`config.mk`:
```
export PLATFORM = sky130hd
export DESIGN_NAME = tlb_op_seq
export DESIGN_NICKNAME = d
export VERILOG_FILES = /design/src/rtl/tlb_op_seq_pkg.sv /design/src/rtl/tlb_op_seq_cp0_random_ctr.sv /design/src/rtl/tlb_op_seq.sv
export SDC_FILE = /design/constraint.sdc
export NUM_CORES = 1
export LEC_CHECK = 0
export CAP_MARGIN = 25
export CORE_UTILIZATION = 38
export DETAILED_ROUTE_END_ITERATION = 6
export GPL_TIMING_DRIVEN = 0
export MAX_ROUTING_LAYER = met4
export PLACE_DENSITY = 0.84
export SLEW_MARGIN = 10
export SYNTH_ARGS = -nofsm -noshare
export SYNTH_HDL_FRONTEND = slang
export SYNTH_SLANG_ARGS = --single-unit
```
`constraint.sdc`:
```
create_clock -name clk -period 1.8 [get_ports clk]
set_input_delay 0.36 -clock clk [delete_from_list [all_inputs] [get_ports clk]]
set_output_delay 0.36 -clock clk [all_outputs]
set_load 0.05 [all_outputs]
```
`src/rtl/tlb_op_seq_pkg.sv`:
```
// Shared types and constants for the commit-stage TLB instruction sequencer.
package tlb_op_seq_pkg;

  localparam int TLB_ENTRIES = 32;
  localparam int TLB_INDEX   = 5;

  typedef enum logic [1:0] {
    OP_TLBP  = 2'd0,
    OP_TLBR  = 2'd1,
    OP_TLBWI = 2'd2,
    OP_TLBWR = 2'd3
  } tlb_seq_op_t;

  typedef enum logic [1:0] {
    TU_PROBE = 2'd0,
    TU_READ  = 2'd1,
    TU_WRITE = 2'd2
  } tu_req_op_t;

  typedef enum logic [1:0] {
    SEQ_IDLE  = 2'd0,
    SEQ_ISSUE = 2'd1,
    SEQ_DONE  = 2'd2
  } tlb_seq_state_t;

  // Both write flavours look identical to the TLB unit; only the index source differs.
  function automatic tu_req_op_t seq_to_tu_op(input tlb_seq_op_t op);
    case (op)
      OP_TLBP: return TU_PROBE;
      OP_TLBR: return TU_READ;
      default: return TU_WRITE;
    endcase
  endfunction

endpackage

```
`src/rtl/tlb_op_seq_cp0_random_ctr.sv`:
```
// CP0 Random register: free-running down counter that wraps at Wired.
module cp0_random_ctr #(
  parameter int TLB_ENTRIES = tlb_op_seq_pkg::TLB_ENTRIES,
  parameter int TLB_INDEX   = tlb_op_seq_pkg::TLB_INDEX
) (
  input  logic                 clk,
  input  logic                 reset,
  input  logic                 wired_wen,
  input  logic [TLB_INDEX-1:0] cp0_wired,
  output logic [TLB_INDEX-1:0] random
);
  import tlb_op_seq_pkg::*;

  localparam logic [TLB_INDEX-1:0] LP_RANDOM_MAX = TLB_INDEX'(TLB_ENTRIES - 1);

  logic [TLB_INDEX-1:0] r_random;

  // Reaching Wired (or any Wired write) reloads the top entry, so Random never
  // lands on a wired entry; a Wired at or above the top pins the counter there.
  always_ff @(posedge clk) begin
    if (!reset) begin
      r_random <= LP_RANDOM_MAX;
    end else if (wired_wen || (r_random <= cp0_wired)) begin
      r_random <= LP_RANDOM_MAX;
    end else begin
      r_random <= r_random - TLB_INDEX'(1);
    end
  end

  assign random = r_random;

endmodule

```
`src/rtl/tlb_op_seq.sv`:
```
// Commit-stage sequencer for TLBP/TLBR/TLBWI/TLBWR: stalls, issues one TLB
// request, then pulses the CP0 strobes, retire and refetch flush.
module tlb_op_seq #(
  parameter int TLB_ENTRIES = tlb_op_seq_pkg::TLB_ENTRIES,
  parameter int TLB_INDEX   = tlb_op_seq_pkg::TLB_INDEX
) (
  input  logic                 clk,
  input  logic                 reset,
  input  logic                 req_valid,
  input  logic [1:0]           req_op,
  input  logic                 exception_valid,
  output logic                 req_done,
  output logic                 stall,
  output logic                 flush,
  input  logic [TLB_INDEX-1:0] cp0_index,
  input  logic [TLB_INDEX-1:0] cp0_wired,
  input  logic                 wired_wen,
  output logic                 tlb_req_valid,
  output logic [1:0]           tlb_req_op,
  output logic [TLB_INDEX-1:0] tlb_req_index,
  input  logic                 tlb_resp_valid,
  input  logic                 tlb_resp_hit,
  input  logic [TLB_INDEX-1:0] tlb_resp_index,
  output logic                 is_tlbp,
  output logic                 is_tlbr,
  output logic [31:0]          probe_index,
  output logic [TLB_INDEX-1:0] random
);
  import tlb_op_seq_pkg::*;

  localparam logic [1:0] S_IDLE  = SEQ_IDLE;
  localparam logic [1:0] S_ISSUE = SEQ_ISSUE;
  localparam logic [1:0] S_DONE  = SEQ_DONE;

  localparam logic [31:0] LP_PROBE_MISS = 32'h8000_0000;

  logic [1:0]           r_state;
  tlb_seq_op_t          r_op;
  logic [1:0]           r_req_op;
  logic [TLB_INDEX-1:0] r_req_index;
  logic [31:0]          r_probe_index;

  logic                 w_accept;
  logic [TLB_INDEX-1:0] w_random;
  tlb_seq_op_t          w_req_op;

  cp0_random_ctr #(
    .TLB_ENTRIES (TLB_ENTRIES),
    .TLB_INDEX   (TLB_INDEX)
  ) u_random (
    .clk       (clk),
    .reset     (reset),
    .wired_wen (wired_wen),
    .cp0_wired (cp0_wired),
    .random    (w_random)
  );

  assign w_req_op = tlb_seq_op_t'(req_op);
  assign w_accept = (r_state == S_IDLE) && req_valid && !exception_valid;

  // TLBWR snapshots Random at accept; the counter keeps running afterwards.
  always_ff @(posedge clk) begin
    if (!reset) begin
      r_state       <= S_IDLE;
      r_op          <= OP_TLBP;
      r_req_op      <= 2'd0;
      r_req_index   <= '0;
      r_probe_index <= LP_PROBE_MISS;
    end else begin
      case (r_state)
        S_IDLE: begin
          if (w_accept) begin
            r_state  <= S_ISSUE;
            r_op     <= w_req_op;
            r_req_op <= seq_to_tu_op(w_req_op);
            case (w_req_op)
              OP_TLBR, OP_TLBWI: r_req_index <= cp0_index;
              OP_TLBWR:          r_req_index <= w_random;
              default:           r_req_index <= '0;
            endcase
          end
        end
        S_ISSUE: begin
          if (tlb_resp_valid) begin
            r_state <= S_DONE;
            if (r_op == OP_TLBP) begin
              r_probe_index <= {~tlb_resp_hit, {(31 - TLB_INDEX){1'b0}},
                                (tlb_resp_hit ? tlb_resp_index : {TLB_INDEX{1'b0}})};
            end
          end
        end
        S_DONE:  r_state <= S_IDLE;
        default: r_state <= S_IDLE;
      endcase
    end
  end

  assign stall         = w_accept || (r_state == S_ISSUE) || (r_state == S_DONE);
  assign tlb_req_valid = (r_state == S_ISSUE);
  assign tlb_req_op    = r_req_op;
  assign tlb_req_index = r_req_index;
  assign req_done      = (r_state == S_DONE);
  assign flush         = (r_state == S_DONE);
  assign is_tlbp       = (r_state == S_DONE) && (r_op == OP_TLBP);
  assign is_tlbr       = (r_state == S_DONE) && (r_op == OP_TLBR);
  assign probe_index   = r_probe_index;
  assign random        = w_random;

endmodule

```
==> results of run 1 <==
[repair_timing]
action	4_1_cts	5_1_grt
cloned	0	0
gates resized for setup	47	9
pin swaps	0	2
setup endpoints to repair	24	9
setup buffers	1	0
[sequential cells by signal (all words and copies together) (netlist names)]
signal	cells
r_state	2
tlb_req_index	5
u_random.random	5
r_op	2
tlb_req_op	2
probe_index	6
[per-layer routing]
metal | track usage | part of all wire | vias to the layer above | wire length, µm
li1 | - | - | 621 | -
met1 | 0.195 | 0.43 | 517 | 1230
met2 | 0.275 | 0.51 | 37 | 1460
met3 | 0.0189 | 0.039 | 4 | 110
met4 | 0.0325 | 0.016 | 0 | 46
met5 | - | 0 | - | 0
[area by class of cell]
cell class / count / area share
Multi-Input combinational cell: 110 / 0.371
Timing Repair Buffer: 48 / 0.225
Sequential cell: 22 / 0.222
Buffer: 28 / 0.103
Tap cell: 46 / 0.0288
Inverter: 13 / 0.0244
Clock inverter: 1 / 0.0150
Clock buffer: 3 / 0.0113
[metrics by stage]
stage | power [W] | setup WS, ns | utilization | cells | setup TNS, ns
after floorplan | 0.000821 | 0.0776 | - | 175 | 0
after global placement | 0.000924 | -1.07 | 0.588 | 268 | -3.14
after detailed placement | 0.000929 | -1.08 | 0.588 | 268 | -3.35
after CTS | 0.00130 | -0.164 | 0.601 | 272 | -0.165
after global routing | 0.00135 | -0.0642 | 0.599 | 271 | -0.0642
final | 0.00130 | -0.0141 | 0.599 | 271 | -0.0141
[worst min-delay path by stage]
stage	endpoint	slack, ns	cells past startpoint	from
floorplan	r_state[1]$_SDFFE_PN0P_	0.51	1	tlb_resp_valid
global placement	tlb_req_op[1]$_SDFFE_PN0P_	0.44	2	tlb_req_op[1]$_SDFFE_PN0P_
detailed placement	tlb_req_index[0]$_SDFFE_PN0P_	0.45	2	tlb_req_index[0]$_SDFFE_PN0P_
CTS	tlb_req_index[0]$_SDFFE_PN0P_	0.47	2	tlb_req_index[0]$_SDFFE_PN0P_
global route	tlb_req_index[0]$_SDFFE_PN0P_	0.48	2	tlb_req_index[0]$_SDFFE_PN0P_
finish	tlb_req_index[0]$_SDFFE_PN0P_	0.46	2	tlb_req_index[0]$_SDFFE_PN0P_
[cells in the final DEF, fill, tap and decap left out, types with 5 or more instances in the layout]
master,netlist,layout
o21ai_0,8,8
a22oi_1,5,5
o211ai_1,5,5
nand4_1,6,6
conb_1,1,26
inv_1,13,13
or3_1,6,6
nand2_1,7,7
ha_1,10,10
a21boi_1,6,6
a21boi_0,5,5
buf_4,27,28
clkdlybuf4s50_1,0,21
dlygate4sd2_1,0,19
dfxtp_1,22,20
[cell families after synthesis]
family | after synthesis | synth area share
buffers and inverters | 43 | 0.200
DFF | 22 | 0.332
muxes | 3 | 0.0227
and+or+nand+nor | 35 | 0.157
adders and majority gates | 10 | 0.0944
AOI/OAI and AO/OA | 33 | 0.171
other | 1 | 0.00283
xor gates and xnor gates | 3 | 0.0198
[worst max-delay path, stage by stage (launching register included)]
cell	delay, ns
dfxtp_2	0.36
or4b_4	0.54
nand3_4	0.10
buf_8	0.14
[where the power goes]
part           internal [W]  switching, W  total [W]
combinational      0.000146      0.000257   0.000403
clock              0.000225      0.000154   0.000379
sequential         0.000503     0.0000118   0.000514
==> metrics.md, run 1 <==
| Metric | Value |
|---|---|
| Status | complete, but fails checks |
| Failing checks | negative setup slack |
| Ant. Diodes | 0 |
| Post-synth EDFFs | 0 |
| Max-cap violations | 0 |
| Layout area overhead | 50.9% |
| Share of cells above drive strength 1 | 0.200 |
| Worst Path Max Fanout | 5 |
| Setup ws final | -0.0141 ns |
| Worst vdd ir | 0.383 mV |
| Startpoint Class | flip-flop |
| Layout Skew | 0.00703 ns |
| Avg Inst Size Synth | 8.83 µm² |
| Reg clk slew, reported paths | 0.13 ns |
| Hold slack | 0.461 ns |
| Largest net degree at the start of global routing | 17 |
| R2R Setup Slk | 0.13 ns |
| Clock root cell | clkbuf_4 |
| Top cells by count, synth | 27 x buf_4, 22 x dfxtp_1, 13 x inv_1 |
| RSZ-0062 raised after global routing | true |
| Final Cycle Share | 1.01 |
| Worst Reg-to-Reg Cells | 4 |
| Core ar. | 0.00334 mm² |
| Global Route Usage Sum | 0.157 |
| Setup Viol. Count Final | 1 |
| Insertion delay to the later sink of the worst-skew pair | 0.30 ns |
| Wire length per cell | 10.5 µm |
| Layout Nets | 260 |
| Worst reg2reg path startpoint | r_state[0]$_SDFFE_PN0P_ |
| CTS Buffer Depth | 2 |
| Hold buffers post-CTS | 0 |
| Sequential share of the synthesized area | 0.332 |
| DRC Markers | 0 |
| DR iter-0 viols | 41 |
| DPL Wire Length | 2.29 mm |
| Critical path endpoint | stall |
| Synth Register Bits | 22 |
| Slew at the pin closest to its max-slew limit | 0.840 ns |
| Fmax | 0.551 GHz |
| Leakage | 1.00 nW |
| Htree depth | 1 |
| Placed instance area | 0.00196 mm² |
| First-pass DRT Iterations | 4 |
| Vias per cell | 4.35 |
| Hold Crit Class | reg2reg |
| Ys flop type | dfxtp_1 |
| Die X | 61.1 µm |
| Multi-input gate area | 742 µm² |
| Total CTS buffers | 3 |
| Via count | 1,179 |
| Vias in the first global route | 993 |
| Routed wire length | 2.85 mm |
| Rows | 21 |
| Mapped Cells | 150 |
| Element type at the critical path end | output port |
| Post-synth top area cell | dfxtp_1 |
| Register area | 443 µm² |
| CTS Sinks | 22 |
| Cell Pwr Density | 648 mW/mm² |
| Starting Density | 0.397 |
| Fill count | 309 |
| I/O pins | 74 |
| Reg2reg end | tlb_req_index[2]$_SDFFE_PN0P_ |
| Final hold violations | 0 |
| Count leader, synth | buf_4 |
| Synth top area share | 0.332 |
| Async SR Flop Fraction | 0 |
| CP arrival | 1.45 ns |
| Critical path required time | 1.44 ns |
| First-pass GRT wire length | 4.35 mm |
| Synth unique cells | 30 |
| CTS tree | built |
| Area contributors post-synth | dfxtp_1 33%, buf_4 15%, ha_1 9.4% |
| Slew Viols, Final | 0 |
| Setup CP Type | reg2out |
| Synth Cell Area | 0.00133 mm² |
| Crit. Startpoint | r_state[0]$_SDFFE_PN0P_ |
| Cell area after layout | 0.00200 mm² |
| Die footprint | 0.00373 mm² |
| Yosys warns | 0 |
| Remaining antenna violation count | 0 |
| Final worst path period need | 1.81 ns |
| Input/output buffers | 47 |
| Die Ht | 61.1 µm |
| Initial antenna violation count | 0 |
| Placer Congestion | 0.735 |
| Worst slew margin | 0.432 |
| GR Overflow Total | 0 |
(Power assumes the default switching activity.)
==> inputs of run 2 (changes only) <==
CTS_BUF_LIST = sky130_fd_sc_hd__clkbuf_16   (was default)
RECOVER_POWER = 100   (was default)
==> metrics.md, run 2 (synthesized netlist as in run 1, its figures left out) <==
| Metric | Value |
|---|---|
| Setup TNS | 0 ns (+0.0141 ns) |
| Slew Viols, Final | 0 (unchanged) |
| Vias per cell | 4.35 (about the same) |
| Share of cells above drive strength 1 | 0.203 (+0.00264) |
| Cell total after placement | 268 (unchanged) |
| Initial antenna violation count | 0 (unchanged) |
| Vias in the first global route | 994 (+0.10%) |
| CTS tree | built |
| Slew at the pin closest to its max-slew limit | 0.832 ns (-0.00812 ns) |
| Routed wire length | 2.93 mm (+3.0%) |
| Remaining antenna violation count | 0 (unchanged) |
| Starting Density | 0.397 (unchanged) |
| Final worst path period need | 1.76 ns (-0.0527 ns) |
| Die footprint | 0.00373 mm² (unchanged) |
| GR Overflow Total | 0 (unchanged) |
| Largest net degree at the start of global routing | 14 (-3) |
| Input/output buffers | 47 (unchanged) |
| Max-cap violations | 0 (unchanged) |
| Insertion delay to the later sink of the worst-skew pair | 0.25 ns (-0.05 ns) |
| Rows | 21 (unchanged) |
| I/O pins | 74 (unchanged) |
| Fmax | 0.568 GHz (+3.0%) |
| Reg clk slew, reported paths | 0.06 ns (-0.07 ns) |
| Fin cells | 273 (+0.74%) |
| Htree depth | 1 (unchanged) |
| Final hold violations | 0 (unchanged) |
| CTS Sinks | 22 (unchanged) |
| Most common cell after layout, fill and taps aside | clkdlybuf4s50_1 |
| Met1 global-route usage | 0.198 (+0.00389) |
| Setup Viol. Count Final | 0 (-1) |
| Clock root cell | clkbuf_16 |
| Global Route Usage Sum | 0.166 (+0.00819) |
| Critical path required time | 1.44 ns (about the same) |
| Wire length per cell | 10.7 µm (+2.3%) |
| First-pass GRT wire length | 4.41 mm (+1.4%) |
| Cell Pwr Density | 741 mW/mm² (+14%) |
| Crit-path leading delay family | buffers and inverters |
| DR iter-0 viols | 38 (-7.3%) |
| Status | finished clean |
| Most frequent cells in the layout | 32 x clkdlybuf4s50_1, 30 x buf_4, 26 x conb_1 |
| Most Crowded Layer GR | met2 |
| M3 GR Usage | 0.0315 (+0.0126) |
| Placed instance area | 0.00196 mm² (unchanged) |
| Die X | 61.1 µm (unchanged) |
| RSZ-0062 raised after global routing | true |
| First-pass DRT Iterations | 4 (unchanged) |
| Critical path's slowest cell | clkdlybuf4s50_1 |
| Cell chain of the critical path | clkdlybuf4s50_1 |
| Hold buffers post-CTS | 0 (unchanged) |
| Setup CP Type | reg2out |
| CP bufs+invs | 1 (unchanged) |
| Worst Path Max Fanout | 2 (-3) |
| CP arrival | 1.40 ns (-0.05 ns) |
| Worst slew margin | 0.438 (+0.00549) |
| Grt met2 use | 0.280 (+0.00466) |
| Largest register FFs | 6 (unchanged) |
| Hold wc startpoint | tlb_req_index[0]$_SDFFE_PN0P_ |
| Layout Skew | 0.00396 ns (-0.00306 ns) |
| Final Util | 0.623 (+0.0240) |
| Fill count | 293 (-5.2%) |
| Startpoint Class | flip-flop |
| Placer Congestion | 0.735 (unchanged) |
| Highest cell delay on the worst timing path | 0.82 ns (+0.28 ns) |
| Worst vdd ir | 0.545 mV (+42%) |
| Dpl ws | -1.08 ns (unchanged) |
| Layout area overhead | 56.9% |
| DRC Markers | 0 (unchanged) |
| Total CTS buffers | 3 (unchanged) |
| Cell area after layout | 0.00208 mm² (+4.0%) |
| Die Ht | 61.1 µm (unchanged) |
| Ant. Diodes | 0 (unchanged) |
| Leakage | 0.980 nW (-2.4%) |
| Element type at the critical path end | output port |
| Via count | 1,187 (+0.68%) |
| CTS Buffer Depth | 2 (unchanged) |
| Worst reg2reg path startpoint | r_state[1]$_SDFFE_PN0P_ |
| Crit. Startpoint | tlb_req_op[0]$_SDFFE_PN0P_ |
| DPL Wire Length | 2.29 mm (unchanged) |
| Final Cycle Share | 0.979 (-0.0293) |
| Setup ws final | 0.0386 ns (+0.0527 ns) |
| Hold Crit Class | reg2reg |
| Layout Nets | 262 (+0.77%) |
| Core ar. | 0.00334 mm² (unchanged) |
## run 2: changes by cell type in the layout (fill, tap and decap cells not counted), sizes merged
cell and delta:
clkdlybuf4s15 +1, clkbuf +2, clkdlybuf4s50 +11, dlygate4sd2 -12, dlygate4sd3 +1, buf -1
## run 2: layout make-up
cell class                 instances  area (µm²)  area share
multi-input combinational        110         734       0.353
timing repair buffer              50         485       0.233
sequential                        22         442       0.212
buffer                            28         206      0.0993
clock buffer                       3        75.1      0.0361
tap                               46        57.6      0.0277
inverter                          13        48.8      0.0235
clock inverter                     1        30.0      0.0144
## run 2: where the power goes
part	total [W]	leakage (nW)	switching (W)	internal [W]
Sequential	0.000514	0.179	0.0000120	0.000502
Combinational	0.000410	0.750	0.000259	0.000152
Clock	0.000616	0.0511	0.000175	0.000441
Total	0.00154	0.980	0.000445	0.00110
## run 2: path summary, 6_finish.rpt
path | to | depth (start not counted) | slack [ns]
min | tlb_req_index[0]$_SDFFE_PN0P_ | 2 | 0.45
min reg2reg | tlb_req_index[0]$_SDFFE_PN0P_ | 2 | 0.45
max reg2reg | probe_index[3]$_SDFFE_PN0P_ | 4 | 0.13
max | tlb_req_op[0] | 1 | 0.04
## run 2: metrics by stage
step           hold WS (ns)  total power (W)
6_report              0.453          0.00154
4_1_cts               0.458          0.00155
3_5_place_dp          0.450         0.000929
5_1_grt               0.470          0.00160
2_1_floorplan         0.506         0.000821
3_3_place_gp          0.441         0.000924
## run 2: repair_timing
action | CTS | global route
buffers inserted | 2 | 1
setup endpoints to repair | 11 | 13
pin swaps | 1 | 1
resized for setup | 33 | 7
## run 2: layer usage
metal | routed length (µm) | vias to the layer above
li1 | - | 622
met1 | 1250 | 522
met2 | 1500 | 36
met3 | 123 | 7
met4 | 53 | 0
met5 | 0 | -
